$ cat src/rtl/lane_mix_engine.sv
// Iterative lane mixing engine: seeds LANES words, applies one full add-chain or
// xor-shift round per clock, then pulses done with an XOR checksum of the lanes.
module lane_mix_engine #(
    parameter int unsigned WIDTH = 32,
    parameter int unsigned LANES = 8,
    parameter int unsigned RND_W = 8,
    parameter int unsigned SHIFT = 16
) (
    input  logic                     clk,
    input  logic                     rst_n,
    input  logic                     start,
    input  logic                     mode,
    input  logic [RND_W-1:0]         rounds,
    input  logic [WIDTH-1:0]         seed,
    input  logic                     abort,
    output logic                     busy,
    output logic                     done,
    output logic [WIDTH-1:0]         checksum,
    input  logic [$clog2(LANES)-1:0] rd_idx,
    output logic [WIDTH-1:0]         rd_data
);

    localparam int unsigned IDX_W = $clog2(LANES);

    typedef enum logic [1:0] {IDLE, LOAD, RUN, DONE} state_t;

    state_t             state, state_nxt;
    logic [WIDTH-1:0]   lanes     [LANES];
    logic [WIDTH-1:0]   lanes_nxt [LANES];
    logic [WIDTH-1:0]   mix       [LANES];
    logic [RND_W-1:0]   cnt, cnt_nxt;
    logic [RND_W-1:0]   rounds_q, rounds_nxt;
    logic               mode_q, mode_nxt;
    logic               busy_nxt, done_nxt;
    logic [WIDTH-1:0]   checksum_nxt, fold;

    // One full round as an in-place chain; later lanes see earlier updates.
    always_comb begin
        for (int i = 0; i < LANES; i++) mix[IDX_W'(i)] = lanes[IDX_W'(i)];
        for (int i = 0; i < LANES; i++) begin
            if (mode_q) begin
                mix[IDX_W'(i)] = mix[IDX_W'(i)] ^ (mix[IDX_W'((i + 3) % LANES)] << SHIFT);
            end else begin
                mix[IDX_W'(i)] = mix[IDX_W'(i)] + mix[IDX_W'((i + LANES - 1) % LANES)]
                               - mix[IDX_W'((i + LANES - 2) % LANES)];
            end
        end
    end

    always_comb begin
        fold = '0;
        for (int i = 0; i < LANES; i++) fold = fold ^ lanes_nxt[IDX_W'(i)];
    end

    // Next-state and registered-output logic.
    always_comb begin
        state_nxt    = state;
        cnt_nxt      = cnt;
        rounds_nxt   = rounds_q;
        mode_nxt     = mode_q;
        checksum_nxt = checksum;
        for (int i = 0; i < LANES; i++) lanes_nxt[IDX_W'(i)] = lanes[IDX_W'(i)];

        case (state)
            IDLE: begin
                if (start) begin
                    mode_nxt   = mode;
                    rounds_nxt = rounds;
                    for (int i = 0; i < LANES; i++) lanes_nxt[IDX_W'(i)] = seed + WIDTH'(i);
                    state_nxt  = LOAD;
                end
            end
            LOAD: begin
                if (rounds_q == '0) begin
                    state_nxt = DONE;
                end else begin
                    cnt_nxt   = rounds_q;
                    state_nxt = RUN;
                end
            end
            RUN: begin
                if (abort) begin
                    state_nxt = IDLE;
                end else begin
                    for (int i = 0; i < LANES; i++) lanes_nxt[IDX_W'(i)] = mix[IDX_W'(i)];
                    cnt_nxt = cnt - RND_W'(1);
                    if (cnt == RND_W'(1)) state_nxt = DONE;
                end
            end
            DONE: state_nxt = IDLE;
            default: state_nxt = IDLE;
        endcase

        busy_nxt = (state_nxt == LOAD) || (state_nxt == RUN);
        done_nxt = (state_nxt == DONE);
        if (done_nxt) checksum_nxt = fold;
    end

    always_ff @(posedge clk or negedge rst_n) begin
        if (!rst_n) begin
            state    <= IDLE;
            cnt      <= '0;
            rounds_q <= '0;
            mode_q   <= 1'b0;
            busy     <= 1'b0;
            done     <= 1'b0;
            checksum <= '0;
            rd_data  <= '0;
            for (int i = 0; i < LANES; i++) lanes[IDX_W'(i)] <= '0;
        end else begin
            state    <= state_nxt;
            cnt      <= cnt_nxt;
            rounds_q <= rounds_nxt;
            mode_q   <= mode_nxt;
            busy     <= busy_nxt;
            done     <= done_nxt;
            checksum <= checksum_nxt;
            for (int i = 0; i < LANES; i++) lanes[IDX_W'(i)] <= lanes_nxt[IDX_W'(i)];
            // Read port samples the pre-edge lane values; out-of-range selects read 0.
            if (32'(rd_idx) < LANES) rd_data <= lanes[rd_idx];
            else                     rd_data <= '0;
        end
    end

endmodule

$ cat config.mk
export PLATFORM = sky130hd
export DESIGN_NAME = lane_mix_engine
export DESIGN_NICKNAME = d
export VERILOG_FILES = /design/src/rtl/lane_mix_engine.sv
export SDC_FILE = /design/constraint.sdc
export NUM_CORES = 1
export LEC_CHECK = 0
export CAP_MARGIN = 20
export CORE_MARGIN = 4
export CORE_UTILIZATION = 41
export CTS_CLUSTER_DIAMETER = 30
export DETAILED_ROUTE_END_ITERATION = 8
export PLACE_DENSITY = 0.63
export SLEW_MARGIN = 20
export SYNTH_ARGS = -nofsm -noshare
export SYNTH_HDL_FRONTEND = slang
export SYNTH_SLANG_ARGS = --single-unit
export TNS_END_PERCENT = 10
$ cat constraint.sdc
create_clock -name clk -period 7.66 [get_ports clk]
set_input_delay 2.298 -clock clk [delete_from_list [all_inputs] [get_ports clk]]
set_output_delay 2.298 -clock clk [all_outputs]
set_load 0.1 [all_outputs]
Yosys cells after proc, flatten, opt, wreduce, memory -nomap -nowiden
Index checks and enable logic that the tools add are counted.
Cells by class
  add/subtract/negate cells: 12
  order comparisons: 1
  equality and inequality tests: 10
  multiplexer cells: 18
  bitwise logic cells: 5
  reductions and logical operators: 8
Operator list (count)
  128-bit 2-to-1 mux: 2
  128-bit case mux with 2 select lines: 1
  32-bit 2-to-1 mux: 6
  32-bit adder: 4
  32-bit subtractor: 4
  32-bit bitwise XOR: 4
  32-bit binary-select mux with 3-bit select: 1
  32-bit by 2-bit adder with 32-bit output (second input constant): 2
  32-bit by 1-bit adder with 32-bit output (second input constant): 1
  8-bit 2-to-1 mux: 2
  8-bit case mux with 2 select lines: 1
  2-bit equality test (second input constant): 4
  8-bit by 1-bit equality test with 1-bit output (second input constant): 1
  8-bit logical NOT: 1
  2-bit case mux with 4 select lines: 1
  8-bit by 1-bit subtractor with 8-bit output (second input constant): 1
  2-bit 2-to-1 mux: 3
  2-bit != test (second input constant): 3
  3-bit AND reduction: 2
  2-bit by 1-bit equality test with 1-bit output (second input constant): 2
  4-bit greater-or-equal comparator (second input constant): 1
  3-bit inverter with 4-bit output: 1
  2-bit nonzero test: 2
  2-bit logical NOT: 1
  3 further kinds: 3
Storage, ports and cells
  flip-flop bits (word level): 181
  bits of input ports: 48
  output and inout bits: 66
  logic and storage cells: 65

Logic depth before layout (Yosys ltp)
Gate-level depths: netlist of the first run.
  word-level depth: 14
  gate-level depth with buffers: 29
  depth with buffers taken out: 27

Worst setup path before layout of the first run
No wires, ideal clock.
  kind: register to register
  start: register mode_q
  end: register lanes[159] in the netlist's numbering
  data arrival time: 6.050 ns
  required time: 7.541 ns
  path slack: 1.491 ns
  cell stages (with the launch flop): 27
  path through: dfrtp_1 clkbuf_1 buf_1 buf_1 nand2_1 fa_1 inv_1 ha_1 nor2b_1 o31a_1 o2111ai_1 nand2_1 a21o_1 a21oi_1 xor2_1 o21ai_0 fa_1 ha_1 a21oi_1 o2111ai_1 a211oi_1 o31ai_1 a211oi_1 o21bai_1 a21oi_1 xnor2_1 o21a_1
On the way
  word-level cells in the longest chain between the ends: 12
RTL lines
  from (decl): line 33  | logic mode_q, mode_nxt;
  from (signal assigned): line 114  | mode_q <= mode_nxt;
  32-bit 2-to-1 mux: line 41  | if (mode_q) begin
  32-bit adder: line 44  | mix[IDX_W'(i)] = mix[IDX_W'(i)] + mix[IDX_W'((i + LANES - 1) % LANES)]
  32-bit subtractor: line 45  | - mix[IDX_W'((i + LANES - 2) % LANES)];
  32-bit 2-to-1 mux: line 41
  32-bit adder: line 44
  32-bit subtractor: line 45
  32-bit 2-to-1 mux: line 41
  32-bit adder: line 44
  32-bit subtractor: line 45
  32-bit 2-to-1 mux *: line 41
  128-bit 2-to-1 mux *: line 82  | if (abort) begin
  128-bit case mux with 2 select lines *: line 64  | case (state)
  to (decl): line 28  | logic [WIDTH-1:0] lanes [LANES];
Every way passes the cells marked *; elsewhere a longest branch is shown, timed or not. The select of a mux whose other input is x is not followed.
A chain may end at the register's enable or synchronous reset.

Final worst setup path of the first run
Same ends and word-level chain as after synthesis.

==> flow_summary.toml, run 1 <==
[timing]
tns_ns = 0
fmax_mhz = 138
finClkSkew_ns = 0.0173
worst_pin_slew_ns = 1.10
slew_headroom_pct = 26.3
min_period_over_period_pct = 94.3
rsz0062_at_grt = "no"
hold_ws_ns = 0.483
maxSlewViolCount = 0
min_period_ns = 7.22
setup_viol = 0
hold_viol_final = 0

[cts]
clk_pin_slew_worst_paths_ns = 0.08
htree_levels = 4
ctsHoldBuffers = 0
cts_tree = "built"
clockBufferDepth = 2
numCtsBuffers = 17
root_buffer = "clkbuf_16"
clock-sinks = 181
ctsResizeCount = 0
cts_post_setup_buffers_inserted = 0
clk_latency_ns = 0.46

[min_path]
hold_path_class = "reg2reg"

[finish]
nFillCells = 3537
drive_above_1_share_pct = 6.59
area_delta_synth_final_pct = 11.9
nNetsFinal = 2051

[die]
dieArea_um2 = 40900
num_rows = 70
core_area_um2 = 36900
die_h_um = 202
ioPinCount = 114
initial_utilization_pct = 41.9
die_x_um = 202

[synth]
syn_inst = 1820
yosys_most_used_dff = "dfrtp_1"
synth_top_area_cell = "dfrtp_1"
synth.yosys.seq_area_share_pct = 29.3
muxShareOfSynthArea_pct = 5.98
synthArstFlopShare_pct = 100
synth_edf_count = 0
synth_area_per_cell_um2 = 8.49
synthSimpleGateAreaFrac_pct = 16.7
synth_fa_ha_area_share_pct = 13.7
ys_warn_count = 224
synth_compound_area_share_pct = 16.9
synth_cell_type_count = 80
synth_top_area_share_pct = 29.3
synth_top_family_by_area = "compound AO/OA/AOI/OAI gates"
yosys-top-cells-count = "nand2_1 (238), inv_1 (187), dfrtp_1 (181)"
synth_area_leaders = "dfrtp_1 (29%), fa_1 (8.0%), nand2_1 (5.8%), ha_1 (5.7%), xnor2_1 (5.5%)"
netlist_area_um2 = 15500
synthXorXnorAreaFrac_pct = 8.50
synth-seq-cells = 181
yosysMostFrequentCell = "nand2_1"

[setup_path]
slowest_delay_ns = 0.59
worstPathRequired_ns = 8.02
r2r_slack_ns = 0.44
start_kind = "flop"
cp-end-kind = "flop"
critPathBufInv = 2
path_max_fanout = 29
crit_arrival_ns = 7.58
worst_path_most_repeated_cell = "a21oi_1"
path_cells = "buf_4 -> nand2_1 -> fa_1 -> inv_1 -> ha_1 -> nor2b_1 -> o31a_1 -> o2111ai_1 -> nand2_1 -> a21o_1 -> a21oi_1 -> xor2_1 -> o21ai_0 -> fa_1 -> ha_1 -> a21oi_1 -> o2111ai_1 -> a211oi_1 -> o31ai_1 -> a211oi_1 -> o21bai_1 -> a21oi_1 -> xnor2_1 -> o21a_1"
cp_top_family = "compound AO/OA/AOI/OAI gates"
worstSetupPathType = "reg2reg"
slowest_stage = "a211oi_1"

[grt]
grt_pass1_wl_um = 79300
grt_start_max_net_pins = 76
antenna_found_initial = 0
grt_use_total_pct = 25.0
grt-ovfl-total = 0
grt_pass1_vias = 13237

[route]
avgRoutedWirePerCell_um = 21.5
vias_per_cell = 5.65
ant_nets = 0
drt_iter0_drc = 1396
routed_wl_um = 51400
first_pass_iters = 6
vias = 13495
drc_errors = 0

[flow_run]
drv_cap = 0

[run_status]
status = "completed"

[place]
portBuffers = 81
globalplace.congestion = 0.967
dp_hpwl_um = 38100
## worst reg2reg max path, delay by kind of cell, from the launching register on
kind / cells / cell delay (ns)
xor+xnor: 2 / 0.18
simple gates: 3 / 0.46
fa+ha+maj: 4 / 1.76
buf+inv: 2 / 0.38
compound gates: 13 / 3.84
flops: 1 / 0.52
## area by class of cell
cell class | count | area, um2 | area share [%]
repair buffers | 108 | 1010 | 5.82
multi-input cells | 1375 | 9820 | 56.8
inverters | 188 | 706 | 4.08
flip-flops and latches | 181 | 4530 | 26.2
diodes | 1 | 2.50 | 0.0145
clock buffers | 18 | 429 | 2.48
well taps | 504 | 631 | 3.65
clock inverters | 12 | 168 | 0.970
## cell usage in the layout, fill, tap and decap left out, drive strengths merged, types with 19 or more instances in the layout
master,n
nand4,19
inv,193
clkdlybuf4s50,78
clkbuf,19
nor3,30
dfrtp,181
and2,23
nor2,126
mux4,32
o21ai,158
xnor2,97
ha,70
xor2,53
buf,29
fa,62
conb,62
nand3,31
a21oi,94
nand2,239
nor2b,35
o211ai,21
## path summary, 6_finish.rpt
check	from	to	cells after the start
setup / recovery	mode_q$_DFFE_PN0P_	lanes[159]$_DFFE_PN0P_	24
hold reg to reg	lanes[221]$_DFFE_PN0P_	lanes[221]$_DFFE_PN0P_	2
max in group asynchronous	rst_n	lanes[222]$_DFFE_PN0P_	2
setup reg to reg	mode_q$_DFFE_PN0P_	lanes[159]$_DFFE_PN0P_	24
hold / removal	lanes[221]$_DFFE_PN0P_	lanes[221]$_DFFE_PN0P_	2
min in group asynchronous	rst_n	lanes[199]$_DFFE_PN0P_	1
## sequential cells by signal (all words and copies together), names as in the netlist
register	cells
lanes	128
rd_data	32
cnt	8
rounds_q	8
state	2
busy	1
done	1
mode_q	1
## layer usage
| layer | part of all wire, % | vias up | wire [um] | GRT usage (%) |
|---|---|---|---|---|
| li1 | - | 6186 | - | - |
| met5 | 0 | - | 0 | 0 |
| met1 | 43 | 6572 | 21900 | 35.0 |
| met2 | 45 | 639 | 23200 | 38.6 |
| met4 | 3.8 | 0 | 1970 | 10.1 |
| met3 | 8.5 | 98 | 4380 | 4.52 |
## cells by family (layout without fill, tap and decap cells)
logic type / count (synthesis) / count (layout)
simple gates: 564 / 564
compound gates: 415 / 415
buf+inv: 324 / 326
flops: 181 / 181
xor+xnor: 150 / 150
fa+ha+maj: 132 / 132
mux: 52 / 52
other cells: 2 / 63
## per-stage QoR
step           utilization (%)  setup WS, ns  instance area, um2  std cells
6_report                  46.9         0.435               17300       2387
5_1_grt                   46.9        0.0716               17300       2386
4_1_cts                   46.9         0.535               17300       2386
3_5_place_dp              45.3         0.559               16700       2356
3_3_place_gp              45.3         0.664               16700       2356
2_1_floorplan                -          1.49               15700       1880
Power of run 1 is not shown: default switching activity piles up to over one toggle a cycle in this logic, so the estimate is an artifact.
==> run 2: changes to the inputs <==
- CAP_MARGIN: 20 -> 40
==> run 2 against run 1 <==
Critical path depth up 1. Non-clock buffer count up 41. Wire length up 0.58%. Fmax up 0.81%. Count of clock-buffer cells in the layout up 3. Hold slack worse by 0.0047 ns. First-iteration DRC count up 2.2%. Core utilization up 1.8 points. Global-route usage up 0.12 points. Setup slack better by 0.058 ns. Clock skew down 0.0046 ns. Sequential share of layout area down 0.98 points. Critical path type unchanged.
==> flow_summary.toml, run 2 (synthesis results as in run 1) <==
[run_status]
status = "completed"

[die]
core_area_um2 = 36900
initial_utilization_pct = 41.9
num_rows = 70
ioPinCount = 114
die_h_um = 202
die_x_um = 202
dieArea_um2 = 40900

[route]
vias_per_cell = 5.62
first_pass_iters = 5
vias = 13663
ant_nets = 0
drt_iter0_drc = 1427
avgRoutedWirePerCell_um = 21.3
routed_wl_um = 51700
drc_errors = 0

[finish]
regMostFlops = "lanes"
nNetsFinal = 2092
final_common_cell = "nand2_1"
antenna_cells = 0
area_delta_synth_final_pct = 16.2
nFillCells = 3479
finalNonFillerCells = 2429
final_cell_mix = "nand2_1 (234), inv_1 (187), dfrtp_1 (180)"
reg_top3 = "lanes x128, rd_data x32"
largest_reg_flops = 128
drive_above_1_share_pct = 8.57

[timing]
setup_viol = 0
min_period_ns = 7.17
hold_viol_final = 0
fmax_mhz = 140
maxSlewViolCount = 0
rsz0062_at_grt = "no"
worst_pin_slew_ns = 0.919
min_period_over_period_pct = 93.6
hold_ws_ns = 0.478
slew_headroom_pct = 38.1
tns_ns = 0
finClkSkew_ns = 0.0127

[place]
portBuffers = 81
dp_hpwl_um = 38700
globalplace.congestion = 0.967
dp.cells = 2395

[setup_path]
worstPathRequired_ns = 8.00
crit_end = "lanes[159]$_DFFE_PN0P_"
worstReg2RegEnd = "lanes[159]$_DFFE_PN0P_"
r2r-start = "mode_q$_DFFE_PN0P_"
r2r_slack_ns = 0.49
path_max_fanout = 29
critPathLaunch = "mode_q$_DFFE_PN0P_"
crit_arrival_ns = 7.51
cp-end-kind = "flop"
r2r_cells = 25
worstSetupPathType = "reg2reg"
start_kind = "flop"

[cts]
cts_tree = "built"
numCtsBuffers = 17
ctsResizeCount = 0
clock-sinks = 181
htree_levels = 4
ctsHoldBuffers = 0
root_buffer = "clkbuf_16"
clockBufferDepth = 2
cts_post_setup_buffers_inserted = 0
clk_pin_slew_worst_paths_ns = 0.07
clk_latency_ns = 0.46

[grt]
antenna_found_initial = 0
grt_pass1_vias = 13351
grt_pass1_wl_um = 79400
grt-ovfl-total = 0
grt_use_total_pct = 25.1
grt_start_max_net_pins = 76

[min_path]
hold_path_class = "reg2reg"

[flow_run]
drv_cap = 0
-- run 2: metrics by stage --
stage               worst slack [ns]  cell area [um2]  utilization, %
floorplan                       1.49            15700               -
global placement               0.664            16700            45.3
detailed placement             0.633            17300            47.0
CTS                            0.587            17900            48.6
global route                   0.170            18000            48.7
finish                         0.493            18000            48.7
-- run 2: layout make-up --
cell class	instances	area [um2]	share of cell area, %
multi-input combinational	1375	9820	54.7
tap	504	631	3.51
sequential	181	4530	25.2
clock inverter	11	149	0.829
clock buffer	21	450	2.51
timing repair buffer	149	1680	9.35
inverter	188	706	3.93
-- run 2: how the worst min path moves through the flow --
stage	startpoint	end	cells after the start
2_1_floorplan	lanes[223]$_DFFE_PN0P_	lanes[223]$_DFFE_PN0P_	2
3_3_place_gp	lanes[210]$_DFFE_PN0P_	lanes[210]$_DFFE_PN0P_	2
3_5_place_dp	lanes[221]$_DFFE_PN0P_	lanes[221]$_DFFE_PN0P_	2
4_1_cts	lanes[221]$_DFFE_PN0P_	lanes[221]$_DFFE_PN0P_	2
5_1_grt	lanes[222]$_DFFE_PN0P_	lanes[222]$_DFFE_PN0P_	2
6_report	lanes[221]$_DFFE_PN0P_	lanes[221]$_DFFE_PN0P_	2
-- run 2: critical path, cell delays in order (launching register included) --
cell and delay, ns:
dfrtp_2 0.55, buf_4 0.35, nand2_1 0.16, fa_1 0.50, inv_1 0.04, ha_1 0.34, nor2b_1 0.16, o31a_1 0.27
o2111ai_1 0.23, nand2_1 0.14, a21o_1 0.20, a21oi_1 0.18, xor2_1 0.10, o21ai_0 0.33, fa_1 0.52, ha_1 0.40
a21oi_1 0.38, o2111ai_1 0.27, a211oi_1 0.59, o31ai_1 0.16, buf_2 0.20, a211oi_1 0.38, o21bai_1 0.11, a21oi_1 0.20
xnor2_1 0.09, o21a_1 0.18
-- run 2: routing by layer --
| layer | global-route usage, % | vias to the layer above | share of wire, % |
|---|---|---|---|
| met3 | 5.95 | 102 | 8.6 |
| met1 | 34.7 | 6637 | 43 |
| li1 | - | 6260 | - |
| met4 | 10.5 | 2 | 4.2 |
| met2 | 38.0 | 662 | 44 |
| met5 | 1.43 | - | 0.15 |
Power of run 2 is left out for the same reason.
==> run 3: changes to the inputs <==
- CORE_MARGIN: 4 -> default
==> run 3 against run 2 <==
Final cell count is the same. Critical path depth is the same. Non-clock buffer count shrank 1. Clock skew grew 0.0093 ns. Core utilization is essentially flat. Global-route usage grew 2.5 points. Final area is essentially flat. Die area shrank 5.8%. Hold slack gained 0.0035 ns. Highest routed layer is now met4. Largest cell class unchanged. First-iteration DRC count shrank 7.6%. Fmax grew 3.6%.
==> flow_summary.toml, run 3 (synthesis results as in run 1) <==
[die]
core_area_um2 = 36900
dieArea_um2 = 38500
die_x_um = 196
num_rows = 70
ioPinCount = 114
initial_utilization_pct = 41.9
die_h_um = 196

[cts]
cts_post_setup_buffers_inserted = 0
ctsResizeCount = 0
htree_levels = 4
clock-sinks = 181
clk_latency_ns = 0.47
clockBufferDepth = 2
root_buffer = "clkbuf_16"
numCtsBuffers = 17
clk_pin_slew_worst_paths_ns = 0.08
cts_tree = "built"
ctsHoldBuffers = 0

[setup_path]
r2r-start = "mode_q$_DFFE_PN0P_"
r2r_slack_ns = 0.74
r2r_cells = 25
worst_path_most_repeated_cell = "a21oi_1"
slowest_delay_ns = 0.59
worstSetupPathType = "reg2reg"
cp-end-kind = "flop"
start_kind = "flop"
worstReg2RegEnd = "lanes[159]$_DFFE_PN0P_"
crit_arrival_ns = 7.28
path_max_fanout = 24
slowest_stage = "a211oi_1"
worstPathRequired_ns = 8.02

[grt]
grt_start_max_net_pins = 72
grt_pass1_wl_um = 80300
grt_use_total_pct = 27.7
grt-ovfl-total = 0
grt_pass1_vias = 13599
antenna_found_initial = 4

[timing]
finClkSkew_ns = 0.0219
tns_ns = 0
worst_pin_slew_ns = 0.841
setup_viol = 0
min_period_ns = 6.92
slew_headroom_pct = 43.8
rsz0062_at_grt = "no"
hold_viol_final = 0
min_period_over_period_pct = 90.3
fmax_mhz = 145
maxSlewViolCount = 0

[finish]
area_delta_synth_final_pct = 16.3
reg_top3 = "lanes x128, rd_data x32"
drive_above_1_share_pct = 8.68
final_common_cell = "nand2_1"
final_cell_mix = "nand2_1 (234), inv_1 (187), dfrtp_1 (180)"
nNetsFinal = 2091
regMostFlops = "lanes"
largest_reg_flops = 128

[route]
vias = 13772
drc_errors = 0
avgRoutedWirePerCell_um = 21.1
first_pass_iters = 7
routed_wl_um = 51100
ant_nets = 0
drt_iter0_drc = 1319
vias_per_cell = 5.67

[min_path]
min_from = "lanes[221]$_DFFE_PN0P_"
hold_path_class = "reg2reg"
min_to = "lanes[221]$_DFFE_PN0P_"
holdPathStages = 2

[run_status]
status = "completed"

[place]
portBuffers = 81
dp_hpwl_um = 38200
globalplace.congestion = 1.01

[flow_run]
drv_cap = 0
[run 3: area by class of cell]
class                      count  area (um2)
antenna                        1        2.50
clock buffer                  18         439
clock inverter                14         184
fill                        3460       18900
inverter                     188         706
multi-input combinational   1375        9820
sequential                   181        4530
tap                          504         631
timing repair buffer         148        1660
[run 3: stage by stage]
stage / util [%] / cells / hold slack [ns] / worst slack [ns] / instance area (um2)
2_1_floorplan: - / 1880 / 0.445 / 1.49 / 15700
3_3_place_gp: 45.3 / 2355 / 0.459 / 0.905 / 16700
3_5_place_dp: 47.0 / 2393 / 0.468 / 0.856 / 17300
4_1_cts: 48.7 / 2425 / 0.486 / 0.819 / 17900
5_1_grt: 48.8 / 2428 / 0.523 / 0.395 / 18000
6_report: 48.8 / 2429 / 0.481 / 0.741 / 18000
[run 3: how the worst max path moves through the flow]
stage                       startpoint                endpoint  slack (ns)  cells after the start
global placement    mode_q$_DFFE_PN0P_  lanes[159]$_DFFE_PN0P_        0.91                     25
detailed placement  mode_q$_DFFE_PN0P_  lanes[159]$_DFFE_PN0P_        0.86                     25
global route        mode_q$_DFFE_PN0P_  lanes[159]$_DFFE_PN0P_        0.40                     25
CTS                 mode_q$_DFFE_PN0P_  lanes[159]$_DFFE_PN0P_        0.82                     25
finish              mode_q$_DFFE_PN0P_  lanes[159]$_DFFE_PN0P_        0.74                     25
floorplan           mode_q$_DFFE_PN0P_  lanes[159]$_DFFE_PN0P_        1.49                     26
[run 3: per-layer routing]
| layer | GRT usage, % | routed length, um |
|---|---|---|
| met1 | 37.3 | 21500 |
| met3 | 5.84 | 4460 |
| met4 | 12.6 | 2390 |
| met5 | 0 | 0 |
| met2 | 42.6 | 22800 |
[run 3: critical path: cells and delay by family, from the launching register on]
family,cells,cell delay (ns)
AND/OR/NAND/NOR,3,0.53
XOR/XNOR,2,0.17
adder cells (fa/ha/maj),4,1.73
buffers and inverters,3,0.47
AO/OA/AOI/OAI,13,3.43
flip-flops,1,0.48
Power of run 3 is left out for the same reason.
